--- src/rtl/apb_periph_bridge_nslv.sv ---
// Core data-side (LINT) to APB bridge with an N-way region decoder, unmapped-address
// error response, PSTRB generation and a per-access PREADY timeout.
module apb_periph_bridge_nslv #(
    parameter int                    NUM_SLAVES     = 4,
    parameter int                    ADDR_WIDTH     = 32,
    parameter int                    DATA_WIDTH     = 32,
    parameter logic [ADDR_WIDTH-1:0] BASE_ADDR      = 32'h1A10_0000,
    parameter int                    REGION_LSB     = 12,
    parameter int                    TIMEOUT_CYCLES = 255
) (
    input  logic                             clk,
    input  logic                             rst_n,
    input  logic                             data_req_i,
    input  logic [ADDR_WIDTH-1:0]            data_add_i,
    input  logic                             data_wen_i,
    input  logic [DATA_WIDTH-1:0]            data_wdata_i,
    input  logic [DATA_WIDTH/8-1:0]          data_be_i,
    output logic                             data_gnt_o,
    output logic                             data_r_valid_o,
    output logic [DATA_WIDTH-1:0]            data_r_rdata_o,
    output logic                             data_r_err_o,
    output logic [ADDR_WIDTH-1:0]            apb_paddr_o,
    output logic [DATA_WIDTH-1:0]            apb_pwdata_o,
    output logic                             apb_pwrite_o,
    output logic [DATA_WIDTH/8-1:0]          apb_pstrb_o,
    output logic [NUM_SLAVES-1:0]            apb_psel_o,
    output logic                             apb_penable_o,
    input  logic [NUM_SLAVES*DATA_WIDTH-1:0] apb_prdata_i,
    input  logic [NUM_SLAVES-1:0]            apb_pready_i,
    input  logic [NUM_SLAVES-1:0]            apb_pslverr_i
);

    localparam int IDX_W   = (NUM_SLAVES > 1) ? $clog2(NUM_SLAVES) : 1;
    localparam int TAG_LSB = REGION_LSB + IDX_W;
    localparam int BE_W    = DATA_WIDTH / 8;
    localparam int CNT_W   = (TIMEOUT_CYCLES > 1) ? $clog2(TIMEOUT_CYCLES) : 1;

    localparam logic [CNT_W-1:0] CNT_LAST =
        (TIMEOUT_CYCLES > 0) ? CNT_W'(TIMEOUT_CYCLES - 1) : '0;
    localparam logic [IDX_W:0] NUM_S = (IDX_W + 1)'(NUM_SLAVES);
    localparam logic [ADDR_WIDTH-TAG_LSB-1:0] BASE_TAG = BASE_ADDR[ADDR_WIDTH-1:TAG_LSB];

    typedef enum logic [1:0] {
        IDLE   = 2'd0,
        SETUP  = 2'd1,
        ACCESS = 2'd2
    } state_t;

    state_t                state_q, state_d;
    logic [ADDR_WIDTH-1:0] addr_q;
    logic [DATA_WIDTH-1:0] wdata_q;
    logic [BE_W-1:0]       be_q;
    logic                  wen_q;
    logic [IDX_W-1:0]      idx_q;
    logic [CNT_W-1:0]      cnt_q, cnt_d;
    logic                  rvalid_q, rvalid_d;
    logic                  rerr_q, rerr_d;
    logic [DATA_WIDTH-1:0] rdata_q, rdata_d;

    logic                  gnt;
    logic [IDX_W-1:0]      req_idx;
    logic                  req_hit;
    logic                  sel_ready;
    logic                  sel_err;
    logic [DATA_WIDTH-1:0] sel_rdata;
    logic                  timeout_hit;

    always_comb begin
        req_idx = data_add_i[REGION_LSB +: IDX_W];
        req_hit = (data_add_i[ADDR_WIDTH-1:TAG_LSB] == BASE_TAG) && ({1'b0, req_idx} < NUM_S);
    end

    // Only the latched target slave is ever looked at; all other PREADY/PSLVERR are ignored.
    always_comb begin
        sel_ready  = 1'b0;
        sel_err    = 1'b0;
        sel_rdata  = '0;
        apb_psel_o = '0;
        for (int i = 0; i < NUM_SLAVES; i++) begin
            if (idx_q == IDX_W'(i)) begin
                sel_ready     = apb_pready_i[i];
                sel_err       = apb_pslverr_i[i];
                sel_rdata     = apb_prdata_i[i*DATA_WIDTH +: DATA_WIDTH];
                apb_psel_o[i] = (state_q != IDLE);
            end
        end
    end

    assign timeout_hit = (TIMEOUT_CYCLES != 0) && (cnt_q == CNT_LAST);

    always_comb begin
        state_d  = state_q;
        cnt_d    = '0;
        rvalid_d = 1'b0;
        rerr_d   = 1'b0;
        rdata_d  = '0;
        gnt      = 1'b0;
        case (state_q)
            IDLE: begin
                gnt = data_req_i && rst_n;
                if (gnt) begin
                    if (req_hit) begin
                        state_d = SETUP;
                    end else begin
                        rvalid_d = 1'b1;
                        rerr_d   = 1'b1;
                    end
                end
            end
            SETUP: state_d = ACCESS;
            ACCESS: begin
                if (sel_ready) begin
                    state_d  = IDLE;
                    rvalid_d = 1'b1;
                    rerr_d   = sel_err;
                    rdata_d  = wen_q ? '0 : sel_rdata;
                end else if (timeout_hit) begin
                    state_d  = IDLE;
                    rvalid_d = 1'b1;
                    rerr_d   = 1'b1;
                end else if (TIMEOUT_CYCLES != 0) begin
                    cnt_d = cnt_q + CNT_W'(1);
                end
            end
            default: state_d = IDLE;
        endcase
    end

    always_ff @(posedge clk) begin
        if (!rst_n) begin
            state_q  <= IDLE;
            addr_q   <= '0;
            wdata_q  <= '0;
            be_q     <= '0;
            wen_q    <= 1'b0;
            idx_q    <= '0;
            cnt_q    <= '0;
            rvalid_q <= 1'b0;
            rerr_q   <= 1'b0;
            rdata_q  <= '0;
        end else begin
            state_q  <= state_d;
            cnt_q    <= cnt_d;
            rvalid_q <= rvalid_d;
            rerr_q   <= rerr_d;
            rdata_q  <= rdata_d;
            if (gnt) begin
                addr_q  <= data_add_i;
                wdata_q <= data_wdata_i;
                be_q    <= data_be_i;
                wen_q   <= data_wen_i;
                idx_q   <= req_idx;
            end
        end
    end

    assign data_gnt_o     = gnt;
    assign data_r_valid_o = rvalid_q;
    assign data_r_rdata_o = rdata_q;
    assign data_r_err_o   = rerr_q;
    assign apb_paddr_o    = addr_q;
    assign apb_pwdata_o   = wdata_q;
    assign apb_pwrite_o   = wen_q;
    assign apb_pstrb_o    = wen_q ? be_q : '0;
    assign apb_penable_o  = (state_q == ACCESS);

endmodule

--- config.mk ---
export PLATFORM = sky130hd
export DESIGN_NAME = apb_periph_bridge_nslv
export DESIGN_NICKNAME = d
export VERILOG_FILES = /design/src/rtl/apb_periph_bridge_nslv.sv
export SDC_FILE = /design/constraint.sdc
export NUM_CORES = 1
export LEC_CHECK = 0
export BUFFER_PORTS_ARGS = -buffer_cell sky130_fd_sc_hd__clkbuf_2
export CAP_MARGIN = 10
export CELL_PAD_IN_SITES_DETAIL_PLACEMENT = 2
export CELL_PAD_IN_SITES_GLOBAL_PLACEMENT = 2
export CORE_MARGIN = 10
export CORE_UTILIZATION = 22
export DETAILED_ROUTE_END_ITERATION = 10
export PLACE_DENSITY = 0.82
export SLEW_MARGIN = 30
export SYNTH_ARGS = -nofsm -noshare
export SYNTH_HDL_FRONTEND = slang
export SYNTH_SLANG_ARGS = --single-unit
--- constraint.sdc ---
create_clock -name clk -period 2 [get_ports clk]
set_input_delay 0.3 -clock clk [delete_from_list [all_inputs] [get_ports clk]]
set_output_delay 0.3 -clock clk [all_outputs]
set_load 0.005 [all_outputs]
==> results.txt <==
----------------------------------------------------
[Clock network]
  Number of sinks on the clock net ... 113
  Setup Fix Bufs, Post-CTS ... 0
  Quantity of gates resized following cts ... 0
  Hold buffer count at cts ... 0
  Clock tree from TritonCTS ... yes
  Skew-Pair Late Insertion Delay ... between 0.4 and 0.5 ns
  Clock Path Buffers ... 2
  CTS buffer count ... 17
  Buffer type at the clock tree root ... clkbuf_16
  Post-CTS clock slew at the launch and capture registers of the worst setup and hold paths ... around 0.060 ns
  Number of levels in the clock H-tree ... 4

[STA]
  Setup violation total in the final timing report ... 0
  PnR worst setup slack ... about 0.21 ns
  Post-route fraction of the period consumed by the critical path ... 0.8943
  Final slew viol count ... 0
  Clock Skew ... ~0.0099 ns
  Tightest Pin Transition ... between 0.3 and 0.4 ns
  Clock period minus worst slack ... 1.789 ns
  F_max ... ~0.56 GHz
  Final hold vios ... 0
  RSZ-0062 raised after global routing ... false
  Headroom to the max-slew limit ... 0.7402
  Setup TNS Final ... 0 ns

[Job]
  Maximum Capacitance Violations ... 0

[Global route]
  Number of global-route vias before repair ... 5369
  First-pass GRT wire length ... 32.90 mm
  Total gr overflow ... 0
  Antenna violations before repair ... 2
  Maximum number of pins on one net before global-route repair ... between 40 and 50
  GR Util All Layers ... 0.1614

[Floorplanning]
  Core Box Area ... slightly above 20000 um^2
  Die Span X ... approximately 160 um
  Die Y ... roughly 160 um
  Number of top-level design ports ... roughly 320
  Die area ... 27170 um^2
  Starting Density ... 0.2259
  Num rows ... 52

[Pwr]
  Peak supply drop ... roughly 0.48 mV
  Leak pwr ... about 3.3 nW
  Total power divided by cell area ... 855.2 nW/um^2

[Drt]
  Vias ... between 4000 and 5000
  Final ANT Viol Nets ... 0
  First-iteration detailed-routing DRC count ... just over 200
  Final routed DRC violation total ... 0
  Final WL ... roughly 23 mm
  Number of search-and-repair iterations in the first detailed-routing pass ... 4
  Detail-routed net length per standard cell ... 21.26 um
  Routed vias/inst ... around 4.5

[Logic synthesis]
  Post-synthesis cell type with the largest combined area ... dfxtp_1
  Share of synthesized area occupied by flip-flops and latches ... 0.4902
  Dominant cell by count in the synthesized netlist ... nand2_1
  Synth Warn # ... 0
  Synthesized Nets ... 687
  Primary FF master, synth ... dfxtp_1
  Area share of the largest cell type after synthesis ... 0.4902
  Largest cells by area after synthesis ... dfxtp_1 49%, mux4_2 17%, nand2_1 11%
  Count of unique library cells instantiated by Yosys ... 32
  Netlist area before placement ... around 4600 um^2
  Commonest cells in the netlist ... 141 x nand2_1, 113 x dfxtp_1, 72 x o21ai_0, 34 x mux4_2, 33 x nor2b_1
  Share of flip-flops with an asynchronous set or reset after synthesis ... 0
  Synthesized instance count ... 477
  Number of register bits inferred by synthesis ... about 110
  Average footprint of a synthesized cell ... a little under 10 um^2
  EDFF count, synth ... 0

[Min path]
  Path type of the worst min-delay path ... in2reg
  Hold-critical path endpoint ... apb_pwdata_o[17]
  WHS Path Cells ... 3
  Startpoint of the lowest-slack hold path ... data_wdata_i[17]

[Worst setup path]
  Required time reported for the critical path endpoint ... roughly 1.7 ns
  Worst Setup Start Kind ... flop
  Count of cells along the worst register-to-register path ... 4
  Register-to-register setup slack ... about 0.31 ns
  CP Data Arrival Time ... around 1.5 ns
  Destination of the worst register-to-register timing path ... cnt_q[1]
  Crit Path Category ... reg2out
  Maximum fanout along the worst path ... 38
  Endpoint type of the worst setup path ... output pin
  Source of the worst register-to-register timing path ... apb_paddr_o[12]

[Cells and area]
  Final Net Count ... 1001
  Synth-to-Final Area Change ... 54.64%
  Filler Cells Inserted ... about 2300
  Layout cells sized above 1 ... 0.4950

[Place]
  Number of buffers inserted by port buffering ... around 320
  Worst-case setup slack after placement ... between 0.2 and 0.3 ns
  Global placement routability congestion ... 0.9369
  HPWL after detailed placement ... approximately 19 mm

[Outcome]
  Outcome ... complete, no violations

----------------------------------------------------
[metal layers]
layer	share of wire	GRT usage	wire, um	vias to the layer above
li1	-	-	-	2250
met1	0.36	0.1616	8265	2325
met2	0.53	0.2990	12210	204
met3	0.090	0.06721	2066	17
met4	0.015	0.04549	350	0
met5	0	0	0	-
[layout make-up]
class	instances	area (um^2)	area share
multi-input combinational	327	2182	0.3058
antenna	3	7.507	0.001052
timing repair buffer	329	1767	0.2476
tap	270	337.8	0.04734
inverter	3	12.51	0.001753
sequential	113	2265	0.3174
clock buffer	21	450.4	0.06312
clock inverter	11	113.9	0.01596
[placed cells by master (no fill, tap or decap), types with 4 or more instances in the layout]
| master | n |
|---|---|
| and2_1 | 4 |
| buf_12 | 7 |
| buf_4 | 6 |
| clkbuf_16 | 17 |
| clkbuf_2 | 316 |
| clkinv_2 | 7 |
| dfxtp_1 | 111 |
| mux4_2 | 34 |
| nand2_1 | 141 |
| nand3_1 | 5 |
| nor2_1 | 10 |
| nor2b_1 | 33 |
| o21ai_0 | 72 |
| xor2_1 | 4 |
[registers in the layout, summed over array words and instances (netlist names)]
register        cells
data_r_rdata_o     32
apb_pwdata_o       32
state_q             2
be_q                4
apb_pwrite_o        1
apb_paddr_o        32
data_r_valid_o      1
data_r_err_o        1
cnt_q               8
[worst max path at each step]
| stage | start | endpoint | slack (ns) | cells after the start |
|---|---|---|---|---|
| 4_1_cts | state_q[1] | data_gnt_o | 0.05 | 4 |
| 5_1_grt | apb_paddr_o[12] | apb_psel_o[1] | 0.07 | 3 |
| 6_report | apb_paddr_o[12] | apb_psel_o[1] | 0.21 | 3 |
| 2_1_floorplan | apb_paddr_o[12] | data_r_rdata_o[10] | 0.43 | 4 |
| 3_3_place_gp | data_add_i[14] | data_r_err_o | 0.40 | 7 |
| 3_5_place_dp | apb_paddr_o[12] | cnt_q[6] | 0.30 | 4 |
[power breakdown]
group          switching (mW)  internal [mW]
clock network            1.08           1.85
logic                   0.331          0.424
registers              0.0584           2.36
[stage by stage]
step / instances / util / area [um^2] / power, mW / hold slack, ns
after floorplan: 477 / - / 4614 / 2.793 / 0.4086
after global placement: 1042 / 0.3212 / 6561 / 3.197 / 0.4431
after detailed placement: 1042 / 0.3212 / 6561 / 3.232 / 0.4541
after CTS: 1074 / 0.3488 / 7126 / 6.226 / 0.06910
after global routing: 1076 / 0.3492 / 7133 / 6.427 / 0.07724
final: 1077 / 0.3493 / 7136 / 6.103 / 0.08917
[worst max-delay path, stage by stage, from the launching register on]
cell and delay, ns:
dfxtp_2 0.38, buf_12 0.29, nor3b_1 0.22, clkbuf_2 0.17
[cells by family after synthesis]
group,count (synthesis),synth area share
compound gates,75,0.08433
buf+inv,37,0.03742
xor+xnor,6,0.01139
simple gates,210,0.2053
mux,34,0.1659
flops,113,0.4902
fa+ha+maj,2,0.005422
Note: power is estimated with default switching activity, not from simulation.
